$ cat src/rtl/riscv_pipe_pkg.sv
// Shared constants for the pipelined processor: opcodes, instruction-type codes
// and the default datapath widths used by the fetch stage.
package riscv_pipe_pkg;

    localparam int DEF_XLEN   = 32;
    localparam int DEF_ADDR_W = 10;

    localparam logic [5:0] ADD   = 6'b000000;
    localparam logic [5:0] SUB   = 6'b000001;
    localparam logic [5:0] AND   = 6'b000010;
    localparam logic [5:0] OR    = 6'b000011;
    localparam logic [5:0] SLT   = 6'b000100;
    localparam logic [5:0] MUL   = 6'b000101;
    localparam logic [5:0] LW    = 6'b001000;
    localparam logic [5:0] SW    = 6'b001001;
    localparam logic [5:0] ADDI  = 6'b001010;
    localparam logic [5:0] SUBI  = 6'b001011;
    localparam logic [5:0] SLTI  = 6'b001100;
    localparam logic [5:0] BNEQZ = 6'b001101;
    localparam logic [5:0] BEQZ  = 6'b001110;
    localparam logic [5:0] HLT   = 6'b111111;

    typedef enum logic [2:0] {
        RR_ALU = 3'd0,
        RM_ALU = 3'd1,
        LOAD   = 3'd2,
        STORE  = 3'd3,
        BRANCH = 3'd4,
        HALT   = 3'd5
    } instr_type_e;

    function automatic logic [5:0] opcode_of(input logic [DEF_XLEN-1:0] ir);
        return ir[DEF_XLEN-1 -: 6];
    endfunction

endpackage

$ cat src/rtl/fetch_fifo.sv
// Power-of-two prefetch queue with synchronous flush; a push into a full queue
// is accepted only when a pop frees the head slot in the same cycle.
module fetch_fifo #(
    parameter int WIDTH = 42,
    parameter int DEPTH = 4
) (
    input  logic                    clk1,
    input  logic                    rst_n,
    input  logic                    push,
    input  logic                    pop,
    input  logic                    flush,
    input  logic [WIDTH-1:0]        wdata,
    output logic [WIDTH-1:0]        rdata,
    output logic [$clog2(DEPTH):0]  count,
    output logic                    full,
    output logic                    empty
);
    localparam int AW = $clog2(DEPTH);

    logic [WIDTH-1:0] mem_r [DEPTH];
    logic [AW-1:0]    wr_ptr_r;
    logic [AW-1:0]    rd_ptr_r;
    logic [AW:0]      count_r;
    logic             do_push_s;
    logic             do_pop_s;

    assign empty = (count_r == (AW+1)'(0));
    assign full  = (count_r == (AW+1)'(DEPTH));
    assign count = count_r;
    assign rdata = mem_r[rd_ptr_r];

    // Qualify requests against occupancy.
    always_comb begin
        do_pop_s  = pop && !empty;
        do_push_s = push && (!full || pop);
    end

    // Pointer and occupancy bookkeeping.
    always_ff @(posedge clk1 or negedge rst_n) begin
        if (!rst_n) begin
            wr_ptr_r <= AW'(0);
            rd_ptr_r <= AW'(0);
            count_r  <= (AW+1)'(0);
        end else if (flush) begin
            wr_ptr_r <= AW'(0);
            rd_ptr_r <= AW'(0);
            count_r  <= (AW+1)'(0);
        end else begin
            if (do_push_s) wr_ptr_r <= wr_ptr_r + AW'(1);
            if (do_pop_s)  rd_ptr_r <= rd_ptr_r + AW'(1);
            case ({do_push_s, do_pop_s})
                2'b10:   count_r <= count_r + (AW+1)'(1);
                2'b01:   count_r <= count_r - (AW+1)'(1);
                default: count_r <= count_r;
            endcase
        end
    end

    // Entry storage; contents are don't-care until counted valid.
    always_ff @(posedge clk1) begin
        if (do_push_s && !flush) mem_r[wr_ptr_r] <= wdata;
    end

endmodule

$ cat src/rtl/pipe_fetch_unit.sv
// Instruction fetch stage: prefetches into a small queue, handles branch
// redirects with a same-cycle refetch, and stops permanently on halt.
module pipe_fetch_unit
    import riscv_pipe_pkg::*;
#(
    parameter int XLEN     = DEF_XLEN,
    parameter int ADDR_W   = DEF_ADDR_W,
    parameter int DEPTH    = 4,
    parameter int RESET_PC = 0
) (
    input  logic              clk1,
    input  logic              rst_n,
    output logic              imem_req,
    output logic [ADDR_W-1:0] imem_addr,
    input  logic [XLEN-1:0]   imem_rdata,
    input  logic              redirect_valid,
    input  logic [ADDR_W-1:0] redirect_pc,
    input  logic              halt,
    input  logic              id_ready,
    output logic              id_valid,
    output logic [XLEN-1:0]   id_ir,
    output logic [ADDR_W-1:0] id_npc,
    output logic              id_flush,
    output logic              halted
);
    localparam int CW = $clog2(DEPTH) + 2;
    localparam int EW = XLEN + ADDR_W;

    logic [ADDR_W-1:0] pc_r;
    logic [ADDR_W-1:0] req_addr_r;
    logic              inflight_r;
    logic              epoch_r;
    logic              req_epoch_r;
    logic              halted_r;

    logic              redirect_act_s;
    logic              valid_s;
    logic              pop_s;
    logic              push_s;
    logic              req_s;
    logic [ADDR_W-1:0] addr_s;
    logic [CW-1:0]     occupancy_s;
    logic [CW-2:0]     fifo_count_s;
    logic              fifo_full_s;
    logic              fifo_empty_s;
    logic [EW-1:0]     head_s;

    // Request/handshake decisions. A slot freed by this cycle's pop is reusable
    // immediately, which keeps DEPTH=2 at one instruction per cycle.
    always_comb begin
        redirect_act_s = rst_n && redirect_valid && !halted_r && !halt;
        valid_s        = !fifo_empty_s && !redirect_valid && !halted_r;
        pop_s          = valid_s && id_ready;
        push_s         = inflight_r && (req_epoch_r == epoch_r) && !halted_r && !halt
                         && !redirect_act_s && (!fifo_full_s || pop_s);
        occupancy_s    = CW'(fifo_count_s) + CW'(inflight_r) - CW'(pop_s);
        addr_s         = redirect_act_s ? redirect_pc : pc_r;
        if (!rst_n || halted_r || halt) begin
            req_s = 1'b0;
        end else if (redirect_valid) begin
            req_s = 1'b1;
        end else begin
            req_s = (occupancy_s < CW'(DEPTH));
        end
    end

    // Fetch PC, in-flight tracking, epoch and sticky halt.
    always_ff @(posedge clk1 or negedge rst_n) begin
        if (!rst_n) begin
            pc_r        <= ADDR_W'(RESET_PC);
            req_addr_r  <= ADDR_W'(0);
            inflight_r  <= 1'b0;
            epoch_r     <= 1'b0;
            req_epoch_r <= 1'b0;
            halted_r    <= 1'b0;
        end else begin
            halted_r   <= halted_r | halt;
            epoch_r    <= epoch_r ^ redirect_act_s;
            inflight_r <= req_s;
            if (req_s) begin
                pc_r        <= addr_s + ADDR_W'(1);
                req_addr_r  <= addr_s;
                req_epoch_r <= epoch_r ^ redirect_act_s;
            end
        end
    end

    fetch_fifo #(
        .WIDTH (EW),
        .DEPTH (DEPTH)
    ) u_fifo (
        .clk1  (clk1),
        .rst_n (rst_n),
        .push  (push_s),
        .pop   (pop_s),
        .flush (redirect_act_s),
        .wdata ({imem_rdata, req_addr_r + ADDR_W'(1)}),
        .rdata (head_s),
        .count (fifo_count_s),
        .full  (fifo_full_s),
        .empty (fifo_empty_s)
    );

    assign imem_req  = req_s;
    assign imem_addr = addr_s;
    assign id_valid  = valid_s;
    assign id_ir     = valid_s ? head_s[EW-1 -: XLEN] : {XLEN{1'b0}};
    assign id_npc    = valid_s ? head_s[ADDR_W-1:0] : {ADDR_W{1'b0}};
    assign id_flush  = redirect_act_s;
    assign halted    = halted_r;

endmodule

$ cat config.mk
export PLATFORM = sky130hd
export DESIGN_NAME = pipe_fetch_unit
export DESIGN_NICKNAME = d
export VERILOG_FILES = /design/src/rtl/riscv_pipe_pkg.sv /design/src/rtl/fetch_fifo.sv /design/src/rtl/pipe_fetch_unit.sv
export SDC_FILE = /design/constraint.sdc
export NUM_CORES = 1
export LEC_CHECK = 0
export CAP_MARGIN = 40
export CORE_MARGIN = 2
export CORE_UTILIZATION = 56
export DETAILED_ROUTE_END_ITERATION = 8
export GPL_TIMING_DRIVEN = 0
export PLACE_DENSITY = 0.8
export SYNTH_ARGS = -nofsm -noshare
export SYNTH_HDL_FRONTEND = slang
export SYNTH_SLANG_ARGS = --single-unit
$ cat constraint.sdc
create_clock -name clk1 -period 4.25 [get_ports clk1]
set_clock_uncertainty 0.2 [all_clocks]
set_input_delay 0.85 -clock clk1 [delete_from_list [all_inputs] [get_ports clk1]]
set_output_delay 0.85 -clock clk1 [all_outputs]
set_load 0.1 [all_outputs]
### After elaboration in Yosys (flattened, before gate mapping)

Memory sizes are Yosys's and may differ from the RTL's.
Cells that the tools add are included.

* bits in registers: 31
* memory bits (writable): 168
* input bits: 47
* output and inout bits: 56
* word-level logic and storage cells: 66
* memories kept: 1

Memories
* u_fifo.mem_r: words 4, width 42, rd ports 1, clocked after memory_dff 0, write ports 1, line fetch_fifo.sv:20 `logic [WIDTH-1:0] mem_r [DEPTH];`

* $add $sub $neg: 8
* $lt $le $gt $ge: 1
* equal/unequal tests: 4
* muxes and demuxes: 13
* bitwise logic cells: 2
* reductions and logical operators: 28

Operators with widths (count)
* 32-bit two-way mux: 1
* 10-bit by 1-bit adder with 10-bit output, second input constant: 2
* 10-bit two-way mux: 2
* 1-bit logical AND: 14
* 2-bit two-way mux: 4
* 1-bit logical NOT: 7
* 3-bit one-hot mux with 2 select lines: 1
* 2-bit by 1-bit adder with 2-bit output, second input constant: 2
* 3-bit by 1-bit adder with 4-bit output: 1
* 4-bit by 3-bit < comparator with 1-bit output, second input constant: 1
* 1-bit two-way mux: 4
* 2-bit nonzero test: 2
* 4-bit by 1-bit subtractor with 4-bit output: 1
* 3-bit by 1-bit adder with 3-bit output, second input constant: 1
* 3-bit equality test, second input constant: 1
* 3-bit logical NOT: 1
* 1-bit logical OR: 3
* 3-bit two-way mux: 1
* 3-bit nonzero test: 1
* 3-bit by 1-bit subtractor with 3-bit output, second input constant: 1
* 2-bit by 1-bit equality test with 1-bit output, second input constant: 1
* 2-bit equality test, second input constant: 1
* 1-bit equality test: 1
* 1-bit bitwise OR: 1
* 1-bit XOR: 1

### Longest topological paths before layout

Gate-level depths: netlist of the first run.

* depth in word-level cells: 11
* mapped depth: 12
* depth with buffers taken out: 11

### Modules after synthesis

Synthesis of the first run repeated with hierarchy kept, for this count alone.

* cell total of the unflattened synthesis: 516
* area, all modules: 8516.9 µm²

By module, submodules not included
* fetch_fifo: times used 1, cells each 283, area an instance 6598.8 µm², seq. area each 5220.0 µm²
* pipe_fetch_unit: times used 1, cells each 233, area an instance 1918.1 µm², seq. area each 600.6 µm²

### Least setup slack after synthesis of the first run

OpenSTA, ideal clock, no wires.

* path type: reg-to-reg
* start: register halted_r, in the netlist halted
* end: register pc_r[8]
* library setup time: 0.120 ns
* arrival: 4.517 ns
* slack: -0.588 ns
* stages on the path, launching flop included: 13
* buffers on the path: 2
* period minus slack after synthesis: 4.838 ns
* cell sequence: dfrtp_1 nand4bb_4 inv_2 clkbuf_1 nand2_1 nand2_1 ha_1 buf_2 nand3_1 or4_1 o21ai_0 xnor2_1 o21ai_2

* elaborated cells between the ends (all ways): 13
* classes of those cells: add/sub (2); order compare (1); mux (3); reduce/logical (7)

RTL lines
* start: declaration: line pipe_fetch_unit.sv:34 `logic halted_r;`
* start signal: assignment: line pipe_fetch_unit.sv:77 `halted_r <= halted_r | halt;`
* 1-bit logical NOT: line pipe_fetch_unit.sv:51 `redirect_act_s = rst_n && redirect_valid && !halted_r && !halt;`
* 1-bit logical AND (2 in series): line pipe_fetch_unit.sv:51
* via id_flush: line pipe_fetch_unit.sv:23 `output logic id_flush,`
* 10-bit two-way mux: line pipe_fetch_unit.sv:57 `addr_s = redirect_act_s ? redirect_pc : pc_r;`
* via imem_addr[0]: line pipe_fetch_unit.sv:14 `output logic [ADDR_W-1:0] imem_addr,`
* 10-bit by 1-bit adder with 10-bit output: line pipe_fetch_unit.sv:81 `pc_r <= addr_s + ADDR_W'(1);`
* end signal: assignment: line pipe_fetch_unit.sv:70 `pc_r <= ADDR_W'(RESET_PC);`
* end signal: assignment: line pipe_fetch_unit.sv:81
* end: declaration: line pipe_fetch_unit.sv:29 `logic [ADDR_W-1:0] pc_r;`

The timed path passes the listed nets, and every way through them passes these cells.
A chain may end at the register's enable or synchronous reset.

### Worst setup path after layout of the first run

* start: input halt
* end: output imem_addr[0]

* cells in the longest elaborated chain, start to end: 3

RTL lines
* start: declaration: line pipe_fetch_unit.sv:18 `input logic halt,`
* 1-bit logical NOT: line pipe_fetch_unit.sv:51
* 1-bit logical AND: line pipe_fetch_unit.sv:51
* 10-bit two-way mux: line pipe_fetch_unit.sv:57
* end: declaration: line pipe_fetch_unit.sv:14

Every way passes these cells.

==> impl_summary.md, run 1 <==
Floorplanning
The starting utilization of the core area is 57.5%. The count of boundary I/O pins is 103. The area enclosed by the die boundary is 16000 um2.

The die is 126 um tall. After floorplanning, the core was sized to cover 14600 um2. The x dimension of the die is 126 um.

In this run the core area contains 44 standard-cell rows.

Synthesis
The area share of the leading cell type in the synthesized netlist is 60.1%. The synthesized design contains 168 enable-type register cells. Synthesis handed over a netlist of 496 instances.

The total of flip-flops plus latches after synthesis is 199. The number of distinct library cell variants in the gate-level netlist after synthesis is 50. The async set or reset register ratio after synthesis is 15.6%.

The post-synthesis area per instance is 16.9 um2. Sorting the synthesized cells by area gives the leading types as sky130_fd_sc_hd__edfxtp_1 60%, sky130_fd_sc_hd__mux4_2 11%, sky130_fd_sc_hd__dfrtp_1 9.2%, sky130_fd_sc_hd__nor2b_1 3.1%, sky130_fd_sc_hd__nand2_1 1.9%. Counting every net in the synthesized netlist gives 553.

In this run the cell area of the synthesized design comes to 8390 um2. Among all flip-flop cells after synthesis, the most frequent one is sky130_fd_sc_hd__edfxtp_1. The Yosys step of the flow raised 0 warnings. The sequential share of the synthesized area is 69.3%. The cell type with the largest total area after synthesis is sky130_fd_sc_hd__edfxtp_1.

Timing
The post-route setup TNS is 0 ns. The transition time of the tightest slew-check pin is 0.656 ns. The worst-case headroom to the max-slew limit is 56.2%. The final count of pins violating max slew came to 0. Timing would allow up to 242 MHz. Once routing completed, OpenROAD measured the worst setup slack at 0.119 ns. In the finished design, the share of the clock period the worst path needs comes to 97.2%. The count of final hold-check violations is 0. Hold is met by 0.164 ns.

The shortest period the worst path allows is 4.13 ns. Setup repair after global routing left no endpoint under its margin. The setup-violating endpoint count in the final report is 0.

Setup path
The endpoint required time on the critical path is 3.20 ns. The most critical setup path has its startpoint at halt. The launch instance of the worst register-to-register path is halted.

The critical path goes through clkdlybuf4s50_1, nand4bb_4, inv_2, clkbuf_2, nand2_1, nand2_2, clkdlybuf4s50_1, buf_8. The class of the most critical setup path is in -> out. The highest cell delay on the worst timing path is 0.51 ns. The critical path startpoint category is an input port. The data arrival time of the worst path is 3.08 ns. The worst setup path is captured at an output pin. The largest fanout on the critical path is 10. The slowest library cell on the worst path is sky130_fd_sc_hd__clkdlybuf4s50_1. The cell that appears most often on the critical path is sky130_fd_sc_hd__clkdlybuf4s50_1.

Run status
The run finished with clean final reports.

Finish
The share of post-route cells with drive strength above 1 is 27.1%. The library cell used most frequently in the layout, excluding fill and tap cells, is sky130_fd_sc_hd__edfxtp_1. Compared with the post-synthesis result, the final layout area differs by 34.3%. The number of nets in the finished design is 739. Leaving out fill and tap cells, the most frequent cells in the layout are 168 x sky130_fd_sc_hd__edfxtp_1, 98 x sky130_fd_sc_hd__clkdlybuf4s50_1, 54 x sky130_fd_sc_hd__buf_8.

Global routing
The remaining global-route overflow is 0. The first global-routing pass estimated 28.4 mm of wire. The initial antenna violation count came to 0.

For this run, the total global-route usage over all layers was measured as 23.7%. The via count of the first global-routing pass is 5128. Entering global routing, the biggest net connects 35 pins.

Clock network
For the worst-skew pair, the clock arrives at the later sink with an insertion delay of 0.43 ns. The CTS H-tree depth is 4. TritonCTS built the clock tree. The clock net sink count is 199.

Buffers inserted during clock tree synthesis total 17. In this run the deepest clock path goes through 2 buffers. In this run the clock root is driven by a sky130_fd_sc_hd__clkbuf_16.

The register clock-pin slew on the reported worst setup and hold paths is 0.07 ns.

Pwr
Dividing total power by cell area gives a power density of 375 nW/um2. The worst voltage drop across the vdd grid is 0.000276 V. The static leakage power is 4.00 nW.

Detailed routing
The detailed-route via count is 5031. The detail route stage leaves a number of antenna-violating nets equal to 0. The first-pass iteration count of the detailed router is 6. After detailed routing, the average wire length per cell comes to 20.3 um. The average vias per placed instance is 5.72. For this block, the initial DRC count from the detailed router was 466.

Wires add up to 17.9 mm. The detailed-route DRC error count is 0.

Placement
The worst setup slack before clock tree synthesis is -1.14 ns. During placement, the flow inserted port buffers numbering 102. The HPWL after detailed placement is 11.4 mm. At the end of routability-driven placement, the weighted congestion stood at 0.912.

Hold path
The path class of the tightest hold or removal check is in -> async.

Job
The max-cap check violation count is 0.
-- synthesized netlist by cell type (4+ instances only) --
master and instances:
sky130_fd_sc_hd__xnor2_1 16, sky130_fd_sc_hd__mux4_2 42, sky130_fd_sc_hd__edfxtp_1 168, sky130_fd_sc_hd__dfrtp_1 31, sky130_fd_sc_hd__clkbuf_1 11, sky130_fd_sc_hd__nand3_1 15, sky130_fd_sc_hd__mux2_2 6, sky130_fd_sc_hd__mux2i_1 5
sky130_fd_sc_hd__ha_1 9, sky130_fd_sc_hd__buf_2 7, sky130_fd_sc_hd__o21ai_0 8, sky130_fd_sc_hd__o21ai_2 7, sky130_fd_sc_hd__xor2_1 5, sky130_fd_sc_hd__nor2_1 13, sky130_fd_sc_hd__nor2b_1 42, sky130_fd_sc_hd__and2_1 4
sky130_fd_sc_hd__nand2_1 43, sky130_fd_sc_hd__inv_1 17, sky130_fd_sc_hd__nor4_1 4
-- worst max-delay path, delay by kind of cell --
family	cells	cell delay (ns)
simple gates	3	0.53
buf+inv	5	1.68
-- final cells by class --
| cell class | instances | area (um2) |
|---|---|---|
| clock inverters | 13 | 180 |
| multi-input cells | 256 | 2430 |
| plain buffers | 22 | 124 |
| clock buffers | 19 | 433 |
| well taps | 184 | 230 |
| inverters | 19 | 73.8 |
| repair buffers | 167 | 1990 |
| diodes | 1 | 2.50 |
| fillers | 783 | 3310 |
| flip-flops and latches | 199 | 5820 |
-- per-layer routing --
metal	track usage, %	part of all wire, %	wire, um	vias up
met3	6.03	5.5	981	30
li1	-	-	-	2259
met4	9.11	2.3	403	0
met1	31.5	41	7290	2530
met5	0	0	0	-
met2	38.1	51	9190	212
-- registers in the layout (all words and copies together), names as in the netlist --
signal           cells
u_fifo.mem_r       168
pc_r                10
req_addr_r          10
u_fifo.count         3
u_fifo.rd_ptr_r      2
u_fifo.wr_ptr_r      2
epoch_r              1
halted               1
inflight_r           1
req_epoch_r          1
-- kinds of logic after synthesis --
group / Yosys count / synth area share [%]
buffers and inverters: 41 / 2.25
AO/OA/AOI/OAI: 32 / 2.83
adder cells (fa/ha/maj): 10 / 1.58
flip-flops: 199 / 69.3
AND/OR/NAND/NOR: 140 / 9.14
XOR/XNOR: 21 / 2.19
multiplexers: 53 / 12.7
-- final timing paths --
check                      slack, ns            end  cells after the start
min in group clk1               0.29        pc_r[9]                      2
hold / removal                  0.16  req_addr_r[4]                      1
setup reg to reg                1.03  req_addr_r[4]                     12
hold reg to reg                 0.29        pc_r[9]                      2
max in group asynchronous       3.34  req_addr_r[5]                      1
setup / recovery                0.12   imem_addr[0]                      8
-- power breakdown --
part | switching [mW] | internal, mW | leakage [nW] | total (mW)
Clock | 0.678 | 0.981 | 0.286 | 1.66
Combinational | 0.201 | 0.200 | 1.80 | 0.401
Sequential | 0.0261 | 2.14 | 1.91 | 2.16
-- repair_timing --
item	CTS	global route
buffers inserted	6	0
gates resized for setup	17	3
pin swaps	7	1
hold buffers	0	0
endpoints found under the setup margin	41	36
-- through the flow --
| step | cell area (um2) | std cells | power, mW | utilization [%] |
|---|---|---|---|---|
| detailed placement | 10600 | 842 | 2.60 | 72.6 |
| CTS | 11300 | 879 | 4.25 | 77.2 |
| global route | 11300 | 879 | 4.37 | 77.3 |
| finish | 11300 | 880 | 4.22 | 77.3 |
| global placement | 9650 | 782 | 2.56 | 66.2 |
| floorplan | 8400 | 496 | 2.46 | - |
Note: power is estimated with default switching activity, not from simulation.
==> run 2: changes to the inputs <==
- CORE_ASPECT_RATIO: not set -> 1.4
- CTS_CLUSTER_DIAMETER: not set -> 30
==> run 2 against run 1 <==
Net effect:
- critical endpoint is now imem_req
- final area is 0.36% higher
- total power is 2.7% lower
- largest cell class unchanged
- worst setup slack worse by 0.039 ns
- via count fell by 0.58%
- non-clock buffer count is 1 higher
- critical path depth rose by 3
- largest power group unchanged
- hold slack improved by 0.024 ns
- combinational power about the same
- routed wire length decreased by 1.4%
- sequential power about the same
- highest routed layer unchanged
- maximum frequency down 0.94%
==> impl_summary.md, run 2 (synthesis results as in run 1) <==
Floorplanning
The area inside the core boundary is 14600 um2 (-0.10%). The starting utilization of the core area is 57.6% (+0.059 points). The area enclosed by the die boundary is 16000 um2 (about the same). The x dimension of the die is 107 um (-15%). The count of boundary I/O pins is 103 (unchanged). The height of the die is 149 um (+18%). The total number of placement rows is 52 (+18%).

Detailed routing
The detailed-route via count is 5002 (-0.58%). The count of nets left with antenna violations after detail routing is 0 (unchanged). The met1 layer wirelength in the final routing came to 6.69 mm (-8.2%). The routed length on met2 is 9.89 mm (+7.7%).

The average vias per placed instance is 5.65 (-1.1%). The detailed-route DRC error count is 0 (unchanged). The first-pass iteration count of the detailed router is 4 (-2).

The total wire length after detailed routing is 17.6 mm (-1.4%). The violation count after the first detailed-routing iteration is 303 (-35%). The detailed-route wire length per cell came to 19.9 um (-2.0%).

The detailed router used layers up to and including met4. The met3 wire length was 719 um (-27%).

Hold path
The tightest min-delay check is of the in -> async type.

Timing
The worst-case headroom to the max-slew limit is 56.3% (+0.093 points). The count of final hold-check violations came to 0 (unchanged). The highest clock rate is 240 MHz (-0.94%). The part of the cycle the worst path needs is 98.1% (+0.92 points).

The transition time of the tightest slew-check pin came to 0.655 ns (-0.00140 ns). The shortest period the worst path allows was 4.17 ns (+0.0391 ns). The final count of pins violating max slew is 0 (unchanged). The setup-violating endpoint count in the final report came to 0 (unchanged). The post-route setup TNS is 0 ns (unchanged).

Setup path
The data arrival time of the worst path is 3.12 ns (+0.04 ns). The worst setup path is launched from an input port. The element type at the critical path end is an output pin. The highest cell delay on the worst timing path is 0.40 ns (-0.11 ns). The slowest stage of the critical path belongs to the cell sky130_fd_sc_hd__or3b_4. The number of cells traversed by the worst register-to-register path is 14 (+2). The critical path is of the in -> out type. The endpoint required time on the critical path came to 3.20 ns (about the same). The largest fanout on the critical path was 2 (-8). Traced cell by cell, the critical path runs through dlygate4sd2_1, or3b_4, nor2_4, ha_4, inv_1, ha_1, and3b_2, o2111a_1, nor4_4, inv_4, buf_12. The minimum setup slack among reg-to-reg paths was 0.97 ns (-0.06 ns).

Job
The max-cap check violation count was 0 (unchanged).

Pwr
The proportion of total power due to net switching was 24.0% (+2.6 points). The total power per unit cell area is 363 nW/um2 (-3.0%). The clock group share of total power is 37.7% (-1.6 points). The cell-internal power came to 3.13 mW (-5.9%). The power share of the sequential group is 52.6% (+1.4 points). The worst voltage drop across the vdd grid is 0.000308 V (+11%). The net switching power figure is 986 uW (+9.0%). The static leakage power is 4.02 nW (+0.46%).

The combinational power share is 9.7% (+0.2 points). The total chip power is 4.11 mW (-2.7%).

Finish
The register name with the most flops is u_fifo.mem_r. The area of all sequential standard cells was 5820 um2 (unchanged). The area occupied by multi-input gates came to 2440 um2 (+0.41%). The utilization after layout came to 77.6% (+0.35 points). The number of fill cells is 789 (+0.77%).

The flip-flop count of the largest register, all copies and words added is 168 (unchanged). The number of nets in the finished design is 740 (+0.14%). The most common library cell in the layout ignoring fill and taps is sky130_fd_sc_hd__edfxtp_1. Compared with the post-synthesis result, the final layout area differs by 34.8%. The total inserted antenna cells is 0 (-1). The library cells used most frequently in the layout, excluding fill and tap cells, are 168 x sky130_fd_sc_hd__edfxtp_1, 98 x sky130_fd_sc_hd__clkdlybuf4s50_1, 50 x sky130_fd_sc_hd__buf_8. The largest registers in the layout are u_fifo.mem_r: 168 flops, pc_r: 10 flops, req_addr_r: 10 flops. The share of post-route cells with drive strength above 1 is 27.3% (+0.25 points).

Global routing
The combined global-route utilization of all metal layers is 23.3% (-0.37 points). The largest net degree at the start of global routing is 35 (unchanged). The remaining global-route overflow is 0 (unchanged). The via count of the first global-routing pass came to 5420 (+5.7%). The initial antenna violation count is 0 (unchanged). The first-pass GRT wire length is 28.1 mm (-1.0%).

Clock network
The clock tree buffer depth is 2 (unchanged). The TritonCTS clock tree is yes. The clock insertion delay at the later pin of the skew report came to 0.43 ns (about the same). The clock tree root driver cell is sky130_fd_sc_hd__clkbuf_16. The post-cts hold buffer count is 0 (unchanged). The register clock-pin slew on the reported worst setup and hold paths came to 0.08 ns (about the same). The clock buffer count from CTS came to 17 (unchanged). The CTS H-tree depth was 4 (unchanged). The clock net sink count was 199 (unchanged).

Placement
The number of buffers inserted by port buffering is 102 (unchanged). The detailed placement HPWL is 11.9 mm (+4.3%). The global placer's final weighted congestion is 0.935 (+2.5%).

Run status
The flow ran to the end, and the final reports show no timing, DRC or antenna violations.
run 2: area by class of cell:
type                            instances  share of cell area, %
Multi-Input combinational cell        256                   21.5
Tap cell                              189                   2.09
Sequential cell                       199                   51.4
Inverter                               19                  0.652
Clock buffer                           17                   3.76
Buffer                                 22                   1.07
Clock inverter                         15                   1.40
Timing Repair Buffer                  168                   18.1
run 2: repair_timing:
item                                   4_1_cts  5_1_grt
endpoints found under the hold margin        0        0
pin swaps                                    6        6
gates cloned                                 0        0
gates resized for setup                     11        8
setup endpoints to repair                   39       45
setup buffers                                5        2
run 2: path summary, 6_finish.rpt:
kind | to | startpoint
setup / recovery | imem_req | id_ready
hold / removal | pc_r[7] | rst_n
setup reg to reg | pc_r[5] | halted
hold reg to reg | req_addr_r[9] | req_addr_r[9]
max in group asynchronous | u_fifo.rd_ptr_r[0] | rst_n
min in group clk1 | req_addr_r[9] | req_addr_r[9]
run 2: layer usage:
layer | GRT usage, % | vias up
li1 | - | 2254
met1 | 27.7 | 2538
met2 | 42.5 | 184
met3 | 4.19 | 26
met4 | 7.95 | 0
met5 | 0 | -
run 2: power by group through the flow:
stage	Clock (mW)	Sequential [mW]	Combinational, mW
CTS	1.57	2.16	0.403
detailed placement	0	2.20	0.398
finish	1.55	2.16	0.399
global placement	0	2.20	0.361
global route	1.63	2.17	0.432
floorplan	0	2.20	0.257
run 2: per-stage QoR:
stage | std cells | cell area, um2 | setup WS [ns] | hold WS, ns
after floorplan | 496 | 8400 | 0.106 | 0.249
after global placement | 787 | 9660 | -1.64 | 0.266
after detailed placement | 847 | 10600 | -1.17 | 0.299
after CTS | 883 | 11300 | 0.00516 | 0.300
after global routing | 885 | 11300 | -0.0305 | 0.212
final | 885 | 11300 | 0.0800 | 0.188
run 2: critical path: cells and delay by family:
kind | cells | cell delay (ns)
simple gates | 4 | 1.13
compound gates | 1 | 0.26
fa+ha+maj | 2 | 0.39
buf+inv | 4 | 0.49
==> run 3: changes to the inputs <==
--- a/constraint.sdc
+++ b/constraint.sdc
@@ -4,2 +4,2 @@
 set_output_delay 0.85 -clock clk1 [all_outputs]
-set_load 0.1 [all_outputs]
+set_load 0.005 [all_outputs]
==> run 3 against run 2 <==
Net effect:
- die area is the same
- highest routed layer unchanged
- total power is essentially flat
- worst setup slack gained 0.061 ns
- sequential share of layout area grew 4.4 points
- via count shrank 4.3%
- global-route usage shrank 1.4 points
- flip-flop and latch count is the same
- combinational power shrank 20%
- non-clock buffer count shrank 56
- maximum frequency grew 1.5%
- first-iteration DRC count grew 21%
- cell count shrank 6.3%
- critical path type unchanged
==> impl_summary.md, run 3 (synthesis results as in run 1) <==
Detailed routing
The detailed-route via count came to 4787 (-4.3%). The first-pass iteration count of the detailed router is 5 (+1). The count of nets left with antenna violations after detail routing came to 0 (unchanged). The total wire length after detailed routing was 16.4 mm (-7.1%).

The detailed-route wire length per cell came to 19.7 um (-0.79%). The detailed-route DRC error count came to 0 (unchanged). The violation count after the first detailed-routing iteration is 367 (+21%). The average vias per placed instance is 5.77 (+2.2%).

Pwr
The clock group share of total power was 39.5% (+1.8 points). The net switching power figure is 895 uW (-9.3%). The worst voltage drop across the vdd grid is 0.000278 V (-9.5%). The combinational power share is 7.8% (-1.9 points). The static leakage power came to 3.61 nW (-10%). The proportion of total power due to net switching was 21.8% (-2.2 points). The power share of the sequential group was 52.7% (about the same).

The total chip power is 4.11 mW (about the same). The total power per unit cell area is 394 nW/um2 (+8.6%). The cell-internal power is 3.21 mW (+2.8%).

Global routing
The first-pass GRT wire length is 26.2 mm (-6.8%). The largest net degree at the start of global routing is 35 (unchanged). The remaining global-route overflow was 0 (unchanged). The combined global-route utilization of all metal layers is 21.9% (-1.4 points). The via count of the first global-routing pass came to 5048 (-6.9%).

The initial antenna violation count is 0 (unchanged).

Finish
The utilization after layout is 71.5% (-6.2 points). The largest registers in the layout are u_fifo.mem_r: 168 flops, pc_r: 10 flops, req_addr_r: 10 flops. u_fifo.mem_r holds more flip-flops than any other register. The share of post-route cells with drive strength above 1 was 20.5% (-6.8 points). The flip-flop count of the largest register, all copies and words added was 168 (unchanged). In the layout the commonest cells are 168 x sky130_fd_sc_hd__edfxtp_1, 98 x sky130_fd_sc_hd__clkdlybuf4s50_1, 43 x sky130_fd_sc_hd__nand2_1. Leaving out fill and tap cells, the most frequent cell in the layout is sky130_fd_sc_hd__edfxtp_1. The layout-stage area growth over the synthesis result is 24.1%.

The number of nets in the finished design came to 684 (-7.6%). The total inserted antenna cells is 0 (unchanged).

Setup path
The worst setup path is captured at an output pin. The minimum setup slack among reg-to-reg paths is 0.94 ns (-0.03 ns). The largest fanout on the critical path is 10 (+8). The number of cells traversed by the worst register-to-register path is 12 (-2). In this run the critical register-to-register path is captured at pc_r[8]. The critical path startpoint category is an input port.

The class of the most critical setup path is in -> out. The endpoint required time on the critical path is 3.20 ns (about the same). The data arrival time of the worst path is 3.06 ns (-0.06 ns). The launch instance of the worst register-to-register path is halted.

Floorplanning
The area inside the core boundary is 14600 um2 (unchanged). The total number of placement rows is 52 (unchanged). The starting utilization of the core area is 57.6% (unchanged). The area enclosed by the die boundary came to 16000 um2 (unchanged). The x dimension of the die is 107 um (unchanged). The height of the die was 149 um (unchanged). The count of boundary I/O pins is 103 (unchanged).

Placement
The detailed placement HPWL came to 10.6 mm (-11%). The number of buffers inserted by port buffering is 102 (unchanged). The global placer's final weighted congestion is 0.942 (+0.79%).

Clock network
The CTS H-tree depth was 4 (unchanged). The register clock-pin slew on the reported worst setup and hold paths is 0.07 ns (about the same). The clock buffer count from CTS came to 17 (unchanged). In this run the clock root is driven by a sky130_fd_sc_hd__clkbuf_16. The clock insertion delay at the later pin of the skew report is 0.42 ns (about the same).

The post-cts hold buffer count is 0 (unchanged). TritonCTS built the clock tree. The clock net sink count came to 199 (unchanged).

The clock tree buffer depth is 2 (unchanged).

Job
The max-cap check violation count was 0 (unchanged).

Timing
The count of final hold-check violations is 0 (unchanged). The shortest period the worst path allows is 4.11 ns (-0.0609 ns). Setup repair after global routing could not meet its margin everywhere. The transition time of the tightest slew-check pin is 0.649 ns (-0.00561 ns). The part of the cycle the worst path needs came to 96.7% (-1.4 points). The final count of pins violating max slew is 0 (unchanged).

The setup-violating endpoint count in the final report is 0 (unchanged). The highest clock rate came to 243 MHz (+1.5%). The worst-case headroom to the max-slew limit was 56.7% (+0.37 points).

Hold path
The min-delay analysis places its worst path in the category in -> async.

Run status
The flow ran to the end, and the final reports show no timing, DRC or antenna violations.
run 3: worst max path at each step:
stage,from,end,slack [ns],cells after the start
2_1_floorplan,redirect_valid,imem_req,0.34,9
3_3_place_gp,rst_n,u_fifo.mem_r[2][36],-1.64,6
3_5_place_dp,redirect_valid,imem_req,-0.95,11
4_1_cts,id_ready,imem_req,0.01,11
5_1_grt,u_fifo.count[0],id_ir[5],-0.002,6
6_report,halt,imem_addr[1],0.14,7
run 3: repair_timing:
item,CTS,global route
pin swaps,3,6
gates resized for setup,9,8
setup buffers,5,1
endpoints found under the setup margin,1,7
run 3: critical path, cell delays in order:
cell and delay [ns]:
sky130_fd_sc_hd__clkdlybuf4s50_1 0.47, sky130_fd_sc_hd__nand4bb_4 0.31, sky130_fd_sc_hd__inv_2 0.21, sky130_fd_sc_hd__clkbuf_1 0.46
sky130_fd_sc_hd__nand2_1 0.11, sky130_fd_sc_hd__nand2_1 0.14, sky130_fd_sc_hd__clkdlybuf4s50_1 0.52
run 3: routing by layer:
layer  vias up  share of wire (%)  GRT usage (%)  wire, um
li1       2151                  -              -         -
met1      2430                 40           26.9      6520
met2       183                 54           39.0      8870
met5         -                  0              0         0
met4         0                1.3           7.05       213
met3        23                4.6           4.19       756
run 3: power by group through the flow:
| stage | Combinational [mW] | Clock [mW] | Sequential, mW |
|---|---|---|---|
| after floorplan | 0.204 | 0 | 2.20 |
| after global placement | 0.307 | 0 | 2.20 |
| after detailed placement | 0.320 | 0 | 2.21 |
| after CTS | 0.324 | 1.65 | 2.16 |
| after global routing | 0.351 | 1.73 | 2.17 |
| final | 0.321 | 1.62 | 2.16 |
run 3: stage by stage:
step	hold WS (ns)	instance area, um2	cells	setup WS [ns]	setup TNS, ns
after floorplan	0.249	8390	496	0.337	0
after global placement	0.266	9650	787	-1.64	-283.53
after detailed placement	0.282	9730	791	-0.946	-1.28
after CTS	0.299	10400	828	0.0111	0
after global routing	0.217	10400	829	-0.00187	-0.00367
final	0.199	10400	829	0.141	0
run 3: area by class of cell:
cell class                      count  area, um2
Inverter                           19       71.3
Tap cell                          189        236
Sequential cell                   199       5820
Fill cell                         909       4160
Clock buffer                       17        425
Timing Repair Buffer              112       1140
Clock inverter                     15        180
Buffer                             22        118
Multi-Input combinational cell    256       2430
